[src/rtl/mem_stage_pkg.sv]
// Shared encodings for the memory stage: memop codes, FSM states, reset constants
// and small decode helpers used by the stage and its load extender.
package mem_stage_pkg;

   localparam int          ByteBus      = 8;
   localparam logic [31:0] ZeroWord     = 32'h0000_0000;
   localparam logic [4:0]  NOPRegAddr   = 5'd0;
   localparam logic        WriteDisable = 1'b0;

   typedef enum logic [3:0] {
      MEM_NONE = 4'h0,
      MEM_LB   = 4'h1,
      MEM_LH   = 4'h2,
      MEM_LW   = 4'h3,
      MEM_LBU  = 4'h4,
      MEM_LHU  = 4'h5,
      MEM_SB   = 4'h6,
      MEM_SH   = 4'h7,
      MEM_SW   = 4'h8
   } memop_e;

   typedef enum logic [1:0] {
      ST_IDLE = 2'd0,
      ST_XFER = 2'd1,
      ST_DONE = 2'd2
   } state_e;

   function automatic logic is_load(input logic [3:0] op);
      case (op)
         MEM_LB, MEM_LH, MEM_LW, MEM_LBU, MEM_LHU: return 1'b1;
         default:                                  return 1'b0;
      endcase
   endfunction

   function automatic logic is_store(input logic [3:0] op);
      case (op)
         MEM_SB, MEM_SH, MEM_SW: return 1'b1;
         default:                return 1'b0;
      endcase
   endfunction

   // Index of the final byte of the access, i.e. N-1.
   function automatic logic [1:0] last_byte(input logic [3:0] op);
      case (op)
         MEM_LH, MEM_LHU, MEM_SH: return 2'd1;
         MEM_LW, MEM_SW:          return 2'd3;
         default:                 return 2'd0;
      endcase
   endfunction

endpackage

[src/rtl/mem_load_ext.sv]
// Combinational sign/zero extension of the assembled load buffer.
module mem_load_ext
   import mem_stage_pkg::*;
(
   input  logic [3:0]  memop_i,
   input  logic [31:0] buf_i,
   output logic [31:0] data_o
);

   always_comb begin
      data_o = buf_i;
      case (memop_i)
         MEM_LB:  data_o = {{24{buf_i[7]}}, buf_i[7:0]};
         MEM_LBU: data_o = {24'd0, buf_i[7:0]};
         MEM_LH:  data_o = {{16{buf_i[15]}}, buf_i[15:0]};
         MEM_LHU: data_o = {16'd0, buf_i[15:0]};
         default: data_o = buf_i;
      endcase
   end

endmodule

[src/rtl/mem_stage.sv]
// Memory pipeline stage: serialises loads/stores onto a byte-wide RAM handshake,
// stalling upstream until the access completes; non-memory ops pass straight through.
module mem_stage
   import mem_stage_pkg::*;
(
   input  logic               clk,
   input  logic               rst,
   input  logic [4:0]         wd_i,
   input  logic               wreg_i,
   input  logic [31:0]        wdata_i,
   input  logic [3:0]         memop_i,
   input  logic [31:0]        addr_i,
   input  logic [31:0]        sdata_i,
   output logic [4:0]         wd_o,
   output logic               wreg_o,
   output logic [31:0]        wdata_o,
   output logic               stall_req_o,
   output logic               ram_req_o,
   output logic               ram_wr_o,
   output logic [31:0]        ram_addr_o,
   output logic [ByteBus-1:0] ram_dout_o,
   input  logic [ByteBus-1:0] ram_din_i,
   input  logic               ram_ready_i
);

   state_e      state_q, state_d;
   logic [1:0]  k_q, k_d;
   logic [31:0] lbuf_q, lbuf_d;
   logic [31:0] ext_data;
   logic        op_ld, op_st;

   assign op_ld = is_load(memop_i);
   assign op_st = is_store(memop_i);

   mem_load_ext u_load_ext (
      .memop_i (memop_i),
      .buf_i   (lbuf_q),
      .data_o  (ext_data)
   );

   always_comb begin
      state_d     = state_q;
      k_d         = k_q;
      lbuf_d      = lbuf_q;
      wd_o        = wd_i;
      wreg_o      = wreg_i;
      wdata_o     = wdata_i;
      stall_req_o = 1'b0;
      ram_req_o   = 1'b0;
      ram_wr_o    = 1'b0;
      ram_addr_o  = 32'd0;
      ram_dout_o  = '0;

      case (state_q)
         ST_IDLE: begin
            if (op_ld || op_st) begin
               stall_req_o = 1'b1;
               state_d     = ST_XFER;
               k_d         = 2'd0;
               lbuf_d      = ZeroWord;
            end
         end
         ST_XFER: begin
            stall_req_o = 1'b1;
            ram_req_o   = 1'b1;
            ram_wr_o    = op_st;
            ram_addr_o  = addr_i + {30'd0, k_q};
            ram_dout_o  = sdata_i[{k_q, 3'b000} +: ByteBus];
            if (ram_ready_i) begin
               if (op_ld) lbuf_d[{k_q, 3'b000} +: ByteBus] = ram_din_i;
               k_d = k_q + 2'd1;
               if (k_q == last_byte(memop_i)) state_d = ST_DONE;
            end
         end
         ST_DONE: state_d = ST_IDLE;
         default: state_d = ST_IDLE;
      endcase

      if (op_st) wreg_o = 1'b0;
      if (op_ld) wdata_o = (state_q == ST_DONE) ? ext_data : ZeroWord;

      // Outputs are forced while reset is held, not just after the flops clear.
      if (rst) begin
         wd_o        = NOPRegAddr;
         wreg_o      = WriteDisable;
         wdata_o     = ZeroWord;
         stall_req_o = 1'b0;
         ram_req_o   = 1'b0;
         ram_wr_o    = 1'b0;
         ram_addr_o  = 32'd0;
         ram_dout_o  = '0;
      end
   end

   always_ff @(posedge clk or posedge rst) begin
      if (rst) begin
         state_q <= ST_IDLE;
         k_q     <= 2'd0;
         lbuf_q  <= ZeroWord;
      end else begin
         state_q <= state_d;
         k_q     <= k_d;
         lbuf_q  <= lbuf_d;
      end
   end

endmodule

[config.mk]
export PLATFORM = sky130hd
export DESIGN_NAME = mem_stage
export DESIGN_NICKNAME = d
export VERILOG_FILES = /design/src/rtl/mem_stage_pkg.sv /design/src/rtl/mem_load_ext.sv /design/src/rtl/mem_stage.sv
export SDC_FILE = /design/constraint.sdc
export NUM_CORES = 1
export LEC_CHECK = 0
export ABC_AREA = 1
export CAP_MARGIN = 20
export CORE_MARGIN = 1.5
export CORE_UTILIZATION = 35
export DETAILED_ROUTE_END_ITERATION = 6
export PLACE_DENSITY = 0.7
export SLEW_MARGIN = 15
export SYNTH_ARGS = -nofsm -noshare
export SYNTH_HDL_FRONTEND = slang
export SYNTH_SLANG_ARGS = --single-unit
[constraint.sdc]
create_clock -name clk -period 4.81 [get_ports clk]
set_input_delay 0.962 -clock clk [delete_from_list [all_inputs] [get_ports clk]]
set_output_delay 0.962 -clock clk [all_outputs]
set_load 0.1 [all_outputs]
==> results.md <==
- Clock tree from TritonCTS: done
- Number of cells produced by synthesis: 721
- Diodes inserted: 0
- Fraction of synthesis flops using an asynchronous set or reset pin: 100%
- Post-route clock skew: 0.00439 ns
- Die outline area: about 13000 um2
- Peak Freq: 235 MHz
- Critical-path cell with the highest stage delay: sky130_fd_sc_hd__clkdlybuf4s50_1
- Drt total wl: 14.6 mm
- Residual antenna-violating net count after detailed routing: 0
- Filler Cell Count: 1143
- Crit start category: primary input
- Die W: 113 um
- Buffer depth of the longest clock path: 2
- Standard cell core area: approximately 12000 um2
- RSZ-0062 raised after global routing: no
- Multi-input logic area: 3000 um2
- Hold EP: lbuf_q[24]$_DFFE_PP0P_
- Sequential cell area: 901 um2
- Antenna violations before repair: 0
- Final design area excluding fillers: 6840 um2
- Average wire length per cell after detail routing: 13.9 um
- Number of detailed-routing iterations run before antenna repair: 5
- Vias in the first global route: a little under 5k
- Final HPWL DP: 11.4 mm
- Number of rows created at floorplan: 40
- Hold-critical path depth: 2
- Endpoint type of the worst setup path: output pin
- PostCTS Resize Cnt: 0
- CP arrival: 3.30 ns
- Root Buffer: sky130_fd_sc_hd__clkbuf_16
- Final weighted congestion of routability-driven global placement: between 0.9 and 1
- Path type of the worst min-delay path: flop to flop
- Initial Util: 35.7%
- End of the worst register-to-register path: lbuf_q[12]$_DFFE_PP0P_
- Post-synthesis sequential area ratio: 21.1%
- Pin count of the biggest net entering global routing: 52
- Overall Power: approximately 2.5 mW
- Count of hold-fix buffers inserted at cts: 0
- I/O Pins: 198
- Cell depth of the worst flop-to-flop path: 9
- P&R area growth vs syn: 60.2%
- Violation count after the first detailed-routing iteration: 236
- Largest delay share family, worst path: simple AND/OR/NAND/NOR gates
- Global-route usage over all layers: 22.4%
- Ys Warns: 0
- Reg-to-Reg Start: k_q[0]$_DFFE_PP0P_
- Leakage power: about 3.1 nW
- Y dimension of the die: 113 um
- Crit path required time: 3.85 ns
- WP depth: 9
- Post-Syn Area per Cell: just under 6 um2
- Relative slew slack: 59.9%
- Launch point of the worst hold path: lbuf_q[24]$_DFFE_PP0P_
- Crit path max fanout: 33
- Final Max Slew Viols: 0
- Total clock sinks: 36
- Slew at the pin closest to its max-slew limit: 0.601 ns
- Number of buffers added for setup after CTS: 0
- Count of unique library cells instantiated by Yosys: 39
- Setup total negative slack: 0 ns
- Routed via count: 5195
- Cell area power density: 362 nW/um2
- Post-synth EDFFs: 0
- Cell area after synthesis: 4270 um2
- Port Buffers: 197
- Final critical path time including I/O delays and setup: around 4.3 ns
- Max rail drop VDD: between 0.2 and 0.25 mV
- Via-per-instance ratio: 4.96
- Count of endpoints failing hold in the final timing report: 0
- Number of CTS-inserted buffers: 5
- Post-route DRC violation count: 0
- Status: completed
- Synthesized net count: 845
- CP Buf/Inv Count: 3
- Global-route wire length before repair: between 20 and 25 mm
- Total grt overflow: 0
- Cell area reported after detailed placement: between 6000 and 7000 um2
- Clock network latency to the later pin of the worst-skew pair: around 0.28 ns
- Worst reg2reg setup slack: 2.38 ns
- Maximum single-stage delay on the critical path: ~0.55 ns
- Crit share post-route: 88.6%
- Share of post-route cells with drive strength above 1: 17.9%
- CTS clock-pin slew for the worst setup and hold paths: 0.05 ns
- Max-cap violations: 0
- Yosys reg bits: 36
- Top FF cell, synth: sky130_fd_sc_hd__dfrtp_1
- Setup-failing EPs final: 0
- Final nets: 1023
- H-Tree Depth: 2
- Critical path class: primary input to output pin
- Cells traversed along the worst timing path: clkdlybuf4s50_1, nor2_4, nand2_2, nand3_4, inv_4, nor2_8, nand3b_1, a21oi_1, buf_12
## stage by stage
stage                     instances  util [%]  hold slack (ns)  setup slack [ns]
final                          1047      57.2            0.479             0.548
after floorplan                 721         -            0.442            0.0312
after global routing           1047      57.2            0.498             0.339
after detailed placement       1039      55.8            0.467             0.507
after global placement         1039      55.8            0.468             0.531
after CTS                      1047      57.2            0.481             0.506
## sequential cells by signal (all words and copies together) (netlist names)
register and count:
k_q 2, state_q 2, lbuf_q 32
## power by group
part / internal (mW) / switching, mW
Combinational: 0.481 / 1.24
Sequential: 0.349 / 0.0403
Clock: 0.243 / 0.124
Total: 1.07 / 1.41
## cell families (layout without fill, tap and decap cells)
logic type                 count (synthesis)  after routing  synth area share (%)
AOI/OAI and AO/OA                         90             90                  11.1
adders and majority gates                  7              7                  2.23
and+or+nand+nor                          493            493                  54.8
buffers and inverters                     89            268                  9.49
xor gates and xnor gates                   6              6                  1.23
DFF                                       36             36                  21.1
## worst max path at each step
stage	to	start	slack, ns
2_1_floorplan	ram_addr_o[3]	addr_i[1]	0.03
3_3_place_gp	wdata_o[22]	memop_i[3]	0.53
3_5_place_dp	wdata_o[22]	memop_i[3]	0.51
4_1_cts	wdata_o[22]	memop_i[3]	0.51
5_1_grt	wdata_o[22]	memop_i[3]	0.34
6_report	wdata_o[22]	memop_i[3]	0.55
## final cells by class
type	count	share of cell area, %
Timing Repair Buffer	203	34.7
Sequential cell	36	13.2
Clock buffer	5	1.83
Multi-Input combinational cell	596	43.8
Inverter	57	3.16
Tap cell	147	2.69
Clock inverter	3	0.622
## routing by layer
layer,GRT usage [%],routed length [um],share of wire [%]
met5,0,0,0
met4,6.25,281,1.9
met3,4.73,1040,7.2
met2,37.8,6760,46
met1,29.1,6500,45
## placed cells by master (no fill, tap or decap), types with 17 or more instances in the layout
cell type / instances
sky130_fd_sc_hd__a21oi_1: 58
sky130_fd_sc_hd__buf_12: 45
sky130_fd_sc_hd__buf_4: 42
sky130_fd_sc_hd__clkdlybuf4s50_1: 115
sky130_fd_sc_hd__dfrtp_1: 36
sky130_fd_sc_hd__inv_1: 47
sky130_fd_sc_hd__nand2_1: 204
sky130_fd_sc_hd__nand3_1: 51
sky130_fd_sc_hd__nand3_2: 17
sky130_fd_sc_hd__nand3b_1: 18
sky130_fd_sc_hd__nor2_1: 145
sky130_fd_sc_hd__o21ai_0: 26
## cell usage after synthesis, types with 5 or more instances
| cell type | instances | area [um2] |
|---|---|---|
| sky130_fd_sc_hd__nand2_1 | 204 | 766 |
| sky130_fd_sc_hd__nor2_1 | 145 | 544 |
| sky130_fd_sc_hd__a21oi_1 | 58 | 290 |
| sky130_fd_sc_hd__nand3_1 | 51 | 255 |
| sky130_fd_sc_hd__inv_1 | 47 | 176 |
| sky130_fd_sc_hd__dfrtp_1 | 36 | 901 |
| sky130_fd_sc_hd__o21ai_0 | 26 | 130 |
| sky130_fd_sc_hd__nand3b_1 | 18 | 135 |
| sky130_fd_sc_hd__nand3_2 | 17 | 170 |
| sky130_fd_sc_hd__clkbuf_1 | 14 | 52.6 |
| sky130_fd_sc_hd__nor3_1 | 12 | 60.1 |
| sky130_fd_sc_hd__nand4_1 | 11 | 68.8 |
| sky130_fd_sc_hd__inv_2 | 8 | 30.0 |
| sky130_fd_sc_hd__buf_2 | 7 | 35.0 |
| sky130_fd_sc_hd__buf_6 | 6 | 67.6 |
| sky130_fd_sc_hd__ha_1 | 6 | 75.1 |
| sky130_fd_sc_hd__xor2_1 | 6 | 52.6 |
| sky130_fd_sc_hd__nand2_2 | 5 | 31.3 |
| sky130_fd_sc_hd__nor2_2 | 5 | 31.3 |
| sky130_fd_sc_hd__or2_2 | 5 | 31.3 |
## worst register-to-register path, delay by kind of cell, from the launching register on
family	cells	cell delay, ns
fa+ha+maj	1	0.44
flops	1	0.38
buf+inv	3	0.79
simple gates	5	0.77
(Power assumes the default switching activity.)
